--- src/rtl/serial_adder.sv ---
// Bit-serial adder: one full-adder cell and a carry flop add two WIDTH-bit operands LSB first.
// Define SERIAL_ADDER_SUB_EN to add a 'sub' port that turns the operation into a - b.
module serial_adder #(
  parameter int WIDTH = 8
) (
  input  logic             clk,
  input  logic             rst_n,
  input  logic             start,
`ifdef SERIAL_ADDER_SUB_EN
  input  logic             sub,
`endif
  input  logic [WIDTH-1:0] a,
  input  logic [WIDTH-1:0] b,
  input  logic             cin,
  output logic             busy,
  output logic             done,
  output logic [WIDTH-1:0] sum,
  output logic             cout
);

  localparam int CW = $clog2(WIDTH + 1);
  localparam logic [CW-1:0] CNT_LAST = CW'(WIDTH);

  typedef enum logic {IDLE, RUN} state_t;

  state_t           state_q, state_d;
  logic [WIDTH-1:0] a_sh_q, a_sh_d;
  logic [WIDTH-1:0] b_sh_q, b_sh_d;
  logic [WIDTH-1:0] res_q, res_d;
  logic [WIDTH-1:0] sum_q, sum_d;
  logic             carry_q, carry_d;
  logic             cout_q, cout_d;
  logic             done_q, done_d;
  logic [CW-1:0]    cnt_q, cnt_d;
  logic [CW-1:0]    cnt_inc;
  logic             bit_s, bit_c, last_bit;
  logic [WIDTH-1:0] b_load;
  logic             carry_load;

`ifdef SERIAL_ADDER_SUB_EN
  // Subtraction is a + ~b + 1, so cin is replaced by a forced carry of 1.
  assign b_load     = sub ? ~b : b;
  assign carry_load = sub ? 1'b1 : cin;
`else
  assign b_load     = b;
  assign carry_load = cin;
`endif

  assign bit_s    = a_sh_q[0] ^ b_sh_q[0] ^ carry_q;
  assign bit_c    = (a_sh_q[0] & b_sh_q[0]) | (a_sh_q[0] & carry_q) | (b_sh_q[0] & carry_q);
  assign cnt_inc  = cnt_q + CW'(1);
  assign last_bit = (cnt_inc == CNT_LAST);

  always_ff @(posedge clk or negedge rst_n) begin
    if (!rst_n) begin
      state_q <= IDLE;
    end else begin
      state_q <= state_d;
    end
  end

  always_comb begin
    state_d = state_q;
    case (state_q)
      IDLE: if (start) state_d = RUN;
      RUN:  if (last_bit) state_d = IDLE;
      default: state_d = IDLE;
    endcase
  end

  always_comb begin
    busy = (state_q == RUN);
    done = done_q;
    sum  = sum_q;
    cout = cout_q;
  end

  // The result register fills from the MSB, so after WIDTH shifts bit 0 holds the LSB.
  always_comb begin
    a_sh_d  = a_sh_q;
    b_sh_d  = b_sh_q;
    res_d   = res_q;
    carry_d = carry_q;
    cnt_d   = cnt_q;
    sum_d   = sum_q;
    cout_d  = cout_q;
    done_d  = 1'b0;
    case (state_q)
      IDLE: begin
        if (start) begin
          a_sh_d  = a;
          b_sh_d  = b_load;
          carry_d = carry_load;
          cnt_d   = '0;
        end
      end
      RUN: begin
        a_sh_d   = a_sh_q >> 1;
        b_sh_d   = b_sh_q >> 1;
        carry_d  = bit_c;
        res_d    = res_q >> 1;
        res_d[WIDTH-1] = bit_s;
        cnt_d    = cnt_inc;
        if (last_bit) begin
          sum_d  = res_d;
          cout_d = bit_c;
          done_d = 1'b1;
        end
      end
      default: ;
    endcase
  end

  always_ff @(posedge clk or negedge rst_n) begin
    if (!rst_n) begin
      a_sh_q  <= '0;
      b_sh_q  <= '0;
      res_q   <= '0;
      sum_q   <= '0;
      carry_q <= 1'b0;
      cout_q  <= 1'b0;
      done_q  <= 1'b0;
      cnt_q   <= '0;
    end else begin
      a_sh_q  <= a_sh_d;
      b_sh_q  <= b_sh_d;
      res_q   <= res_d;
      sum_q   <= sum_d;
      carry_q <= carry_d;
      cout_q  <= cout_d;
      done_q  <= done_d;
      cnt_q   <= cnt_d;
    end
  end

endmodule

--- config.mk ---
export PLATFORM = sky130hd
export DESIGN_NAME = serial_adder
export DESIGN_NICKNAME = d
export VERILOG_FILES = /design/src/rtl/serial_adder.sv
export SDC_FILE = /design/constraint.sdc
export NUM_CORES = 1
export LEC_CHECK = 0
export CAP_MARGIN = 20
export CORE_MARGIN = 8
export CORE_UTILIZATION = 54
export CTS_BUF_LIST = sky130_fd_sc_hd__clkbuf_16
export DETAILED_ROUTE_END_ITERATION = 16
export DONT_BUFFER_PORTS = 1
export PLACE_DENSITY = 0.75
export SLEW_MARGIN = 20
export SYNTH_ARGS = -nofsm -noshare
export SYNTH_HDL_FRONTEND = slang
export SYNTH_SLANG_ARGS = --single-unit
--- constraint.sdc ---
create_clock -name clk -period 1.9 [get_ports clk]
set_input_delay 0.38 -clock clk [delete_from_list [all_inputs] [get_ports clk]]
set_output_delay 0.38 -clock clk [all_outputs]
set_load 0.005 [all_outputs]
# After elaboration in Yosys (flattened, before gate mapping)

Cells that the tools add are included.

Flip-flop bits (word level): 40
Output and inout bits: 11
Logic and storage cells: 34

Add/sub/neg operators: 1
Equality and inequality tests: 2
Muxes and demuxes: 13
Bitwise gates (word level): 8
Reduce and logical (&&, ||, !) cells: 1

Operators by type and width:

| kind                                                           | number |
|---|---|
| 8-bit one-hot mux with 2 select lines                          | 2 |
| 8-bit 2-to-1 mux                                               | 2 |
| 4-bit one-hot mux with 2 select lines                          | 1 |
| 1-bit 2-to-1 mux                                               | 5 |
| 4-bit by 1-bit adder with 4-bit output (second input constant) | 1 |
| 4-bit equality test (second input constant)                    | 1 |
| 4-bit 2-to-1 mux                                               | 1 |
| 1-bit one-hot mux with 2 select lines                          | 2 |
| 1-bit bitwise AND                                              | 3 |
| 2-bit inequality test (second input constant)                  | 1 |
| 1-bit OR                                                       | 2 |
| 2-bit AND reduction                                            | 1 |
| 1-bit XOR                                                      | 2 |
| 1-bit NOT                                                      | 1 |

# Depth between registers and ports, before layout

Gate-level depths: netlist of run 1.

Depth after elaboration: 4
Mapped depth: 6
Mapped depth without buffers: 5

# Least setup slack after synthesis of run 1

OpenSTA, ideal clock, no wires.

Kind: register to register
Start: register cnt_q[0]
End: register cout_q (netlist: cout)
Library setup time: 0.125 ns
Arrival: 1.472 ns
Data required time: 1.775 ns
Slack: 0.303 ns
Cell stages (with the launch flop): 7
Path buffers: 1
Period minus slack after synthesis: 1.597 ns
Cells stage by stage: dfrtp_1 > ha_1 > xnor2_1 > nand3_1 > nor2_2 > buf_6 > mux2_4

Word-level cells in the longest chain between the ends: 3

Ends and longest elaborated chain:

| what                                   | line | text |
|---|---|---|
| from (decl)                            | 34   | `logic [CW-1:0] cnt_q, cnt_d;` |
| from (signal assigned)                 | 132  | `cnt_q <= cnt_d;` |
| 4-bit by 1-bit adder with 4-bit output | 51   | `assign cnt_inc = cnt_q + CW'(1);` |
| 4-bit equality test                    | 52   | `assign last_bit = (cnt_inc == CNT_LAST);` |
| 2-bit AND reduction (no line)          | --   |  |
| to (signal assigned)                   | 130  | `cout_q <= cout_d;` |
| to (decl)                              | 32   | `logic cout_q, cout_d;` |

Every way passes these cells.
A chain may end at the register's enable or synchronous reset.

# Worst setup path in the final report of run 1

Start: register cnt_q[0]
End: register sum_q[2] (netlist: sum[2])

Word-level cells in the longest chain between the ends: 3

Ends and longest elaborated chain:

| what                                   | line | text |
|---|---|---|
| 4-bit by 1-bit adder with 4-bit output | 51   |  |
| 4-bit equality test                    | 52   |  |
| 2-bit AND reduction (no line)          | --   |  |
| to (signal assigned)                   | 128  | `sum_q <= sum_d;` |
| to (decl)                              | 30   | `logic [WIDTH-1:0] sum_q, sum_d;` |

Every way passes these cells.

==> results of run 1 <==
-- kinds of logic (layout without fill, tap and decap cells) --
logic type	count (synthesis)	in the layout	synth area share, %
AO/OA/AOI/OAI	20	20	6.16
buffers and inverters	10	14	3.19
flip-flops	39	39	57.9
adder cells (fa/ha/maj)	3	3	2.67
AND/OR/NAND/NOR	26	26	6.46
multiplexers	33	33	22.6
XOR/XNOR	2	2	1.04
-- cell type report --
type	instances	area [sq um]	share of cell area, %
Sequential cell	39	976	52.0
Clock inverter	3	12.5	0.667
Inverter	2	7.51	0.400
Timing Repair Buffer	4	57.6	3.07
Tap cell	33	41.3	2.20
Clock buffer	5	125	6.67
Multi-Input combinational cell	84	656	35.0
-- worst register-to-register path: stages (launching register included) --
cell	delay, ns
dfrtp_1	0.42
ha_1	0.26
xnor2_1	0.16
nand3_1	0.10
nor2_2	0.15
buf_12	0.16
mux2_2	0.33
-- power by group --
part / leakage, uW / internal [uW] / switching, uW
clock network: 0.0000762 / 473 / 292
logic: 0.000320 / 397 / 268
registers: 0.000509 / 1140 / 228
total: 0.000905 / 2010 / 788
-- worst min-delay path by stage --
stage	depth (start not counted)	slack [ns]	endpoint	start
3_5_place_dp	0	0.09	sum[7]$_DFFE_PN0P_	rst_n
5_1_grt	2	0.27	b_sh_q[7]$_DFFE_PN0P_	b[7]
3_3_place_gp	0	0.09	sum[7]$_DFFE_PN0P_	rst_n
6_report	2	0.27	b_sh_q[7]$_DFFE_PN0P_	b[7]
4_1_cts	2	0.27	busy$_DFF_PN0_	start
2_1_floorplan	0	0.08	a_sh_q[0]$_DFFE_PN0P_	rst_n
-- metrics by stage --
| step | total power [uW] | hold WS, ns | worst slack, ns | cells |
|---|---|---|---|---|
| finish | 2800 | 0.272 | 0.212 | 170 |
| detailed placement | 2030 | 0.0855 | 0.210 | 160 |
| global route | 2990 | 0.274 | 0.120 | 170 |
| CTS | 2840 | 0.271 | 0.205 | 170 |
| global placement | 1990 | 0.0855 | 0.245 | 160 |
| floorplan | 1880 | 0.0844 | 0.303 | 133 |
-- routing by layer --
metal	GRT usage [%]	part of all wire, %	routed length [um]	vias to the layer above
met5	0	0	0	-
met4	8.84	3.0	85	0
met2	19.5	49	1410	26
met3	6.56	9.3	267	8
met1	12.6	38	1100	475
li1	-	-	-	456
-- cells in the mapped netlist --
master and number:
mux2i_1 17, mux2_2 8, nor2_2 1, xnor2_1 1, o21ai_0 19, a22o_1 1
nand3_1 2, mux2_4 8, nand2_1 17, buf_2 1, inv_1 2, nor2_1 5
buf_6 1, buf_4 2, dfrtp_1 39, fa_1 1, clkbuf_1 4, nand3_2 1
xor2_1 1, ha_1 2
-- what timing repair did --
action | CTS | global route
resized for setup | 0 | 0
hold buffers | 2 | 0
buffers inserted | 0 | 0
hold endpoints to repair | 39 | 0
-- state kept, by name, summed over array words and instances, names as in the netlist --
register / count
busy: 1
sum: 8
carry_q: 1
cout: 1
cnt_q: 4
done: 1
res_q: 7
a_sh_q: 8
b_sh_q: 8
==> impl_metrics.csv, run 1 <==
group,metric,value,unit
outcome,outcome,"finished, final reports clean",
final_layout,post_route_cells_drive_above_1_share,19.7,%
synthesis,synth_top_cells_by_area,"dfrtp_1 (58%), mux2i_1 (10%), mux2_4 (7.1%), o21ai_0 (5.6%), mux2_2 (5.3%)",
critical_path,worstPathRequired,2.06,ns
sta,final-hold-violation-count,0,
final_layout,postLayoutCellArea,0.00188,sq mm
flow_run,maxCapViolCount,0,
sta,maxClockFrequency,592,MHz
critical_path,critical_path.top_delay_family,"flip-flops",
route,first_iter_violations,30,
clocking,tritoncts_clock_tree,"done",
sta,finalMaxSlewViolations,0,
final_layout,layout.cells.most_common,"dfrtp_1",
synthesis,synth_area_leader_cell,"dfrtp_1",
clocking,clk_pin_slew,0.05,ns
critical_path,capture_instance_of_the_worst_register_to_register_path,"sum[2]$_DFFE_PN0P_",
final_layout,area_delta_synth_final,11.3,%
critical_path,worst-r2r-cell-count,6,
synthesis,synth-warning-count,0,
global_routing,total_global_routing_overflow,0,
final_layout,fillerInstances,231,
critical_path,critical_path_peak_fanout,10,
clocking,max-clock-path-buffers,2,
clocking,h-tree-depth,2,
synthesis,post_synth_num_cell_types,20,
sta,final-setup-viol-count,0,
worst_hold_path,worst_hold_check_path_type,"in2reg",
critical_path,worst_setup_path_startpoint,"cnt_q[0]$_DFFE_PN0P_",
sta,skew,0.00216,ns
final_layout,layout.cells.most_common_list,"dfrtp_1 (39), o21ai_0 (19), nand2_1 (17), mux2i_1 (17)",
placement,postPlaceCellArea,0.00171,sq mm
critical_path,end_kind,"flop",
clocking,cts_inserted_buffers,5,
route,drt_drc_violations_left,0,
critical_path,path_depth,6,
global_routing,first_global_vias,1002,
final_layout,layout.nets,159,
final_layout,finish.utilization,62.5,%
floorplanning,start_util,56.1,%
placement,place.gp.congestion,0.748,
clocking,clock_sinks,39,
floorplanning,core_region_area,0.00300,sq mm
floorplanning,core.rowCount,20,
power_and_ir_drop,power_per_cell_area,1490,mW/mm^2
route,detail_route.first_pass.iterations,3,
floorplanning,i_o_pin_count,31,
route,routed_via_density,5.68,
critical_path,reg2reg_setup_slack,0.21,ns
critical_path,critical_path.reg2reg.startpoint,"cnt_q[0]$_DFFE_PN0P_",
route,detail_route.wl_per_cell,16.8,um
floorplanning,die_h,71.9,um
clocking,clkLatencyLatePin,0.28,ns
route,antenna_violating_nets_post_route,0,
floorplanning,design.die.area,0.00516,sq mm
sta,fin_crit_sh,88.8,%
route,vias,965,
sta,tns,0,ns
route,route.final.wire_length,2860,um
placement,placement.io_buffers,0,
global_routing,grt.total_usage,12.5,%
synthesis,synthCells,133,
synthesis,netlist_area,0.00169,sq mm
critical_path,crit_arrival,1.85,ns
synthesis,synth-seq-area-share,57.9,%
global_routing,grt_start_max_net_pins,45,
synthesis,syn_nets,156,
sta,tightestPinTransition,0.404,ns
sta,rsz0062_at_grt,"no",
critical_path,critPathMaxStageDelay,0.42,ns
power_and_ir_drop,max-vdd-ir-drop,0.835,mV
final_layout,antenna_cells_inserted,0,
synthesis,synth_seq_cells,39,
critical_path,critPathKind,"reg2reg",
clocking,ctsRootBufferMaster,"clkbuf_16",
critical_path,timing.critical_path.to,"sum[2]$_DFFE_PN0P_",
global_routing,initial_antenna_violation_count,0,
critical_path,critical_path.startpoint_type,"flop",
critical_path,critPathSlowestCell,"dfrtp_1",
floorplanning,die_w,71.9,um
synthesis,synthDominantCellAreaShare,57.9,%
sta,min_period,1.69,ns
critical_path,crit_path_cell_trace,"ha_1 > xnor2_1 > nand3_1 > nor2_2 > buf_12 > mux2_2",
global_routing,wire_length_of_the_first_global_routing_pass,4840,um
critical_path,path_buf_inv,1,
power_and_ir_drop,power_leakage,0.000905,uW
synthesis,syn_area_per_cell,12.7,sq um
sta,max-slew-margin-rel,73.1,%
placement,detailedPlacementHpwl,1910,um
Power figures use the tool's default switching activity.
==> inputs of run 2 (changes only) <==
GPL_ROUTABILITY_DRIVEN = 1   (was default)
==> results of run 2 <==
No change in the layout: final DEF, timing and power equal those of run 1.
